## config.mk

```make
export PLATFORM = sky130hd
export DESIGN_NAME = final_layer_argmax
export DESIGN_NICKNAME = d
export VERILOG_FILES = /design/src/rtl/final_layer_argmax.sv
export SDC_FILE = /design/constraint.sdc
export NUM_CORES = 1
export LEC_CHECK = 0
export BUFFER_PORTS_ARGS = -buffer_cell sky130_fd_sc_hd__buf_2
export CAP_MARGIN = 20
export CORE_AREA = 2 2 157 159
export CTS_CLUSTER_SIZE = 16
export DETAILED_ROUTE_END_ITERATION = 10
export DIE_AREA = 0 0 159 161
export GPL_TIMING_DRIVEN = 0
export SETUP_SLACK_MARGIN = 0.1
export SYNTH_ARGS = -nofsm -noshare
export SYNTH_HDL_FRONTEND = slang
export SYNTH_SLANG_ARGS = --single-unit
```

## constraint.sdc

```tcl
create_clock -name clk -period 5.3 [get_ports clk]
set_input_delay 0.795 -clock clk [delete_from_list [all_inputs] [get_ports clk]]
set_output_delay 0.795 -clock clk [all_outputs]
set_load 0.005 [all_outputs]
```

## src/rtl/final_layer_argmax.sv

```systemverilog
// Output classifier stage: registers the class scores, then registers the
// index of the largest one. Two register stages, one result per cycle.
// Ties resolve to the lowest index (strict greater-than scan from 0 upward).
module final_layer_argmax #(
  parameter int N_CLASSES = 3,
  parameter int IN_W      = 72,
  parameter int OUT_W     = 2
) (
  input  logic                   clk,
  input  logic                   rst,
  input  logic signed [IN_W-1:0] input_vector [0:N_CLASSES-1],
  output logic        [OUT_W-1:0] output_value
);

  logic signed [IN_W-1:0] score_q [0:N_CLASSES-1];
  logic signed [IN_W-1:0] best_val;
  logic        [OUT_W-1:0] best_idx;

  // Stage 1: capture every class score; reset clears them so the scan sees all-zero.
  always_ff @(posedge clk) begin
    if (!rst) begin
      for (int i = 0; i < N_CLASSES; i++) score_q[i] <= '0;
    end else begin
      score_q <= input_vector;
    end
  end

  // Linear scan over the captured scores; direct signed compare avoids any
  // subtraction overflow at the extremes, strict '>' keeps the lowest index on ties.
  always_comb begin
    best_val = score_q[0];
    best_idx = '0;
    for (int i = 1; i < N_CLASSES; i++) begin
      if (score_q[i] > best_val) begin
        best_val = score_q[i];
        best_idx = OUT_W'(i);
      end
    end
  end

  // Stage 2: register the winning index; reset forces class 0.
  always_ff @(posedge clk) begin
    if (!rst) output_value <= '0;
    else      output_value <= best_idx;
  end

endmodule

```

==> metrics.txt <==
total number of yosys warnings 0; RSZ-0062 raised after global routing no; CTS tree yes; Synth Area in Simple Gates 0.195; CP top delay family compound AO/OA/AOI/OAI gates; Post-Place Cells 1532; Die X-Extent 159 microns; Vias 7330; ys async rst share 0; worst path required time 5750 ps; post-synthesis sequential area ratio 0.432; EDFF count, synth 0; crit path kind flop to flop; vias in the first global route 7526; Register-to-Register Path Depth 21; Worst-path clk slew 60 ps; Placed Area 0.0116 sq mm; I/O pins 220; GPL Wtd Cong 0.826; starting density of the core 0.421; Post-layout nets 1597; multiplexer area fraction after synthesis 0.0743; status completed; area share of fa/ha/maj cells after synthesis 0.178; register bit total from synthesis 218; largest family of logic cells by synthesized area simple AND/OR/NAND/NOR gates; Max-Cap Viols 0; Min-Delay Path Class primary input to flop; XOR/XNOR share of the synthesized area 0; Root Buffer clkbuf_16; DR iter-0 viols 215; syn nets 1352; Layout Cells excl Fill 1578; DRT Pass-1 Iters 4; total routed wirelength 23.9 mm; cts hold-fix bufs 0; Finished Cell Area 0.0125 sq mm; Worst-Skew Late Latency 510 ps; number of antenna-violating nets in the routed design 0; CP max stage delay 380 ps; Port-buffer cells 218; DR top layer met5; WHS Path Cells 2; Setup TNS 0 ps; Synth top area share 0.432; Area contributors post-synth dfxtp_1, ha_1, and2_1; total CTS buffers 25; Period Utilization, post-route 0.906; worst path bufs/invs 3; fraction of layout cells with a size suffix above 1 0.217; Die ar. 0.0256 sq mm; Metal-1 WL 11.1 mm; DP HPWL 19.2 mm; highest clock rate 208 MHz; cells after synthesis 990; worst-case headroom to the max-slew limit 0.396; synthesized area 0.0101 sq mm; unique cell type count in the Yosys netlist 36; first-pass GRT wire length 37.9 mm; FP Rows 57; met2 WL 11.0 mm; Via density 4.65; GRT overflow 0; initial antenna violation count 6; VDD IR-drop max 0.000177 V; worst path cell trace inv_1 > ha_1 > a21oi_1 > o21ai_0 > a221o_1 > a211o_1 > a21oi_2 > nand3b_1 > mux2_4 > buf_12 > buf_12 > mux2i_1 > ha_1 > and2_0 > a221o_1 > a221oi_1 > o21ai_1 > a21oi_1 > o211ai_1 > mux2i_1 > and2_1; Setup Viol. Count Final 0; crit end category flop; die height 161 microns; DRC viols 0; most common flop cell mapped by yosys dfxtp_1; arrival time at the worst endpoint 5250 ps; Hold Violations, Final 0; detailed-route wire length per cell 15.2 microns; htree depth 1; met3 wire length 1.41 mm; worst clock skew 12.3 ps; core region area 0.0240 sq mm; dpl ws 294 ps; slowest cell on the critical path a221o_1; Avg Inst Size Synth 10.2 sq um; area grow syn2layout 23.5%; post-layout min period 4800 ps; largest net degree at the start of global routing 13; Levels on crit path 21; Slew Limit Fails 0; Leak 5.95 nW; worst-path maximum fanout 10; Critical Path Start Type flop; Compound-Gate Fraction of Synth Area 0.0664; Sink Count 218; GRT Total Usage 0.187; fin worst setup slack 501 ps; Setup Fix Bufs, Post-CTS 0; Slew @ Worst Pin 906 ps; pwr dens 340 mW/mm^2; clock tree buffer depth 3; total power draw 4.23 mW; leading area contributor after synthesis dfxtp_1
==> layer usage <==
layer / up-vias / track usage
met5: - / 0
met3: 35 / 0.0398
met4: 6 / 0.0401
met1: 3250 / 0.241
met2: 166 / 0.323
li1: 3873 / -
==> power by group <==
part	internal, mW	switching [mW]	total (mW)
clock	1.09	0.645	1.74
combinational	0.358	0.365	0.723
sequential	1.73	0.0423	1.77
==> path summary, 6_finish.rpt <==
check / startpoint / to / slack (ps)
setup / recovery: score_q[189]$_SDFF_PN0_ / output_value[1]$_SDFF_PN0_ / 500
hold / removal: input_vector[90] / score_q[90]$_SDFF_PN0_ / 490
setup reg to reg: score_q[189]$_SDFF_PN0_ / output_value[1]$_SDFF_PN0_ / 500
hold reg to reg: score_q[71]$_SDFF_PN0_ / output_value[0]$_SDFF_PP0_ / 880
==> through the flow <==
stage                      util  hold WS (ps)
after global placement    0.484           837
after global routing      0.520           476
final                     0.520           485
after CTS                 0.519           466
after floorplan               -           747
after detailed placement  0.484           857
==> placed cells by master (no fill, tap or decap), drive strengths merged, types with 5 or more instances in the layout <==
| cell | n |
|---|---|
| o21ai | 18 |
| a21oi | 58 |
| nor3 | 5 |
| ha | 144 |
| nand3 | 15 |
| nand2 | 37 |
| a21o | 9 |
| clkbuf | 61 |
| buf | 226 |
| nand4 | 32 |
| a221oi | 8 |
| nor4 | 9 |
| nor2 | 9 |
| mux2i | 72 |
| o211ai | 6 |
| inv | 76 |
| dfxtp | 218 |
| and2 | 219 |
==> sequential cells by signal (all words and copies together) (netlist names) <==
register and cells:
output_value 2, score_q 216
==> cells by family after synthesis <==
| logic type | after synthesis |
|---|---|
| adder cells (fa/ha/maj) | 144 |
| flip-flops | 218 |
| AND/OR/NAND/NOR | 334 |
| buffers and inverters | 109 |
| multiplexers | 74 |
| AO/OA/AOI/OAI | 111 |
==> layout make-up <==
type | instances | area [sq um]
fillers | 2244 | 11500
multi-input cells | 663 | 5220
flip-flops and latches | 218 | 4360
repair buffers | 218 | 1090
clock buffers | 37 | 731
well taps | 324 | 405
inverters | 77 | 289
plain buffers | 32 | 250
clock inverters | 7 | 115
diodes | 2 | 5.00
==> synth_stat cells (all sizes together), types with 2 or more instances <==
cell,n
o31ai,2
nor3,5
nand2,37
and4,4
nor2,9
o21ai,18
and2,219
buf,8
nand3,15
ha,144
a211oi,3
a221o,2
nor2b,2
nand4,32
nor4,9
mux2i,72
clkbuf,24
mux2,2
a211o,2
a21oi,58
dfxtp,218
inv,76
a221oi,8
a21o,9
o211ai,6
==> repair_timing <==
item	4_1_cts	5_1_grt
gates resized for setup	0	3
endpoints found under the hold margin	0	0
endpoints found under the setup margin	0	2
Power figures use the tool's default switching activity.
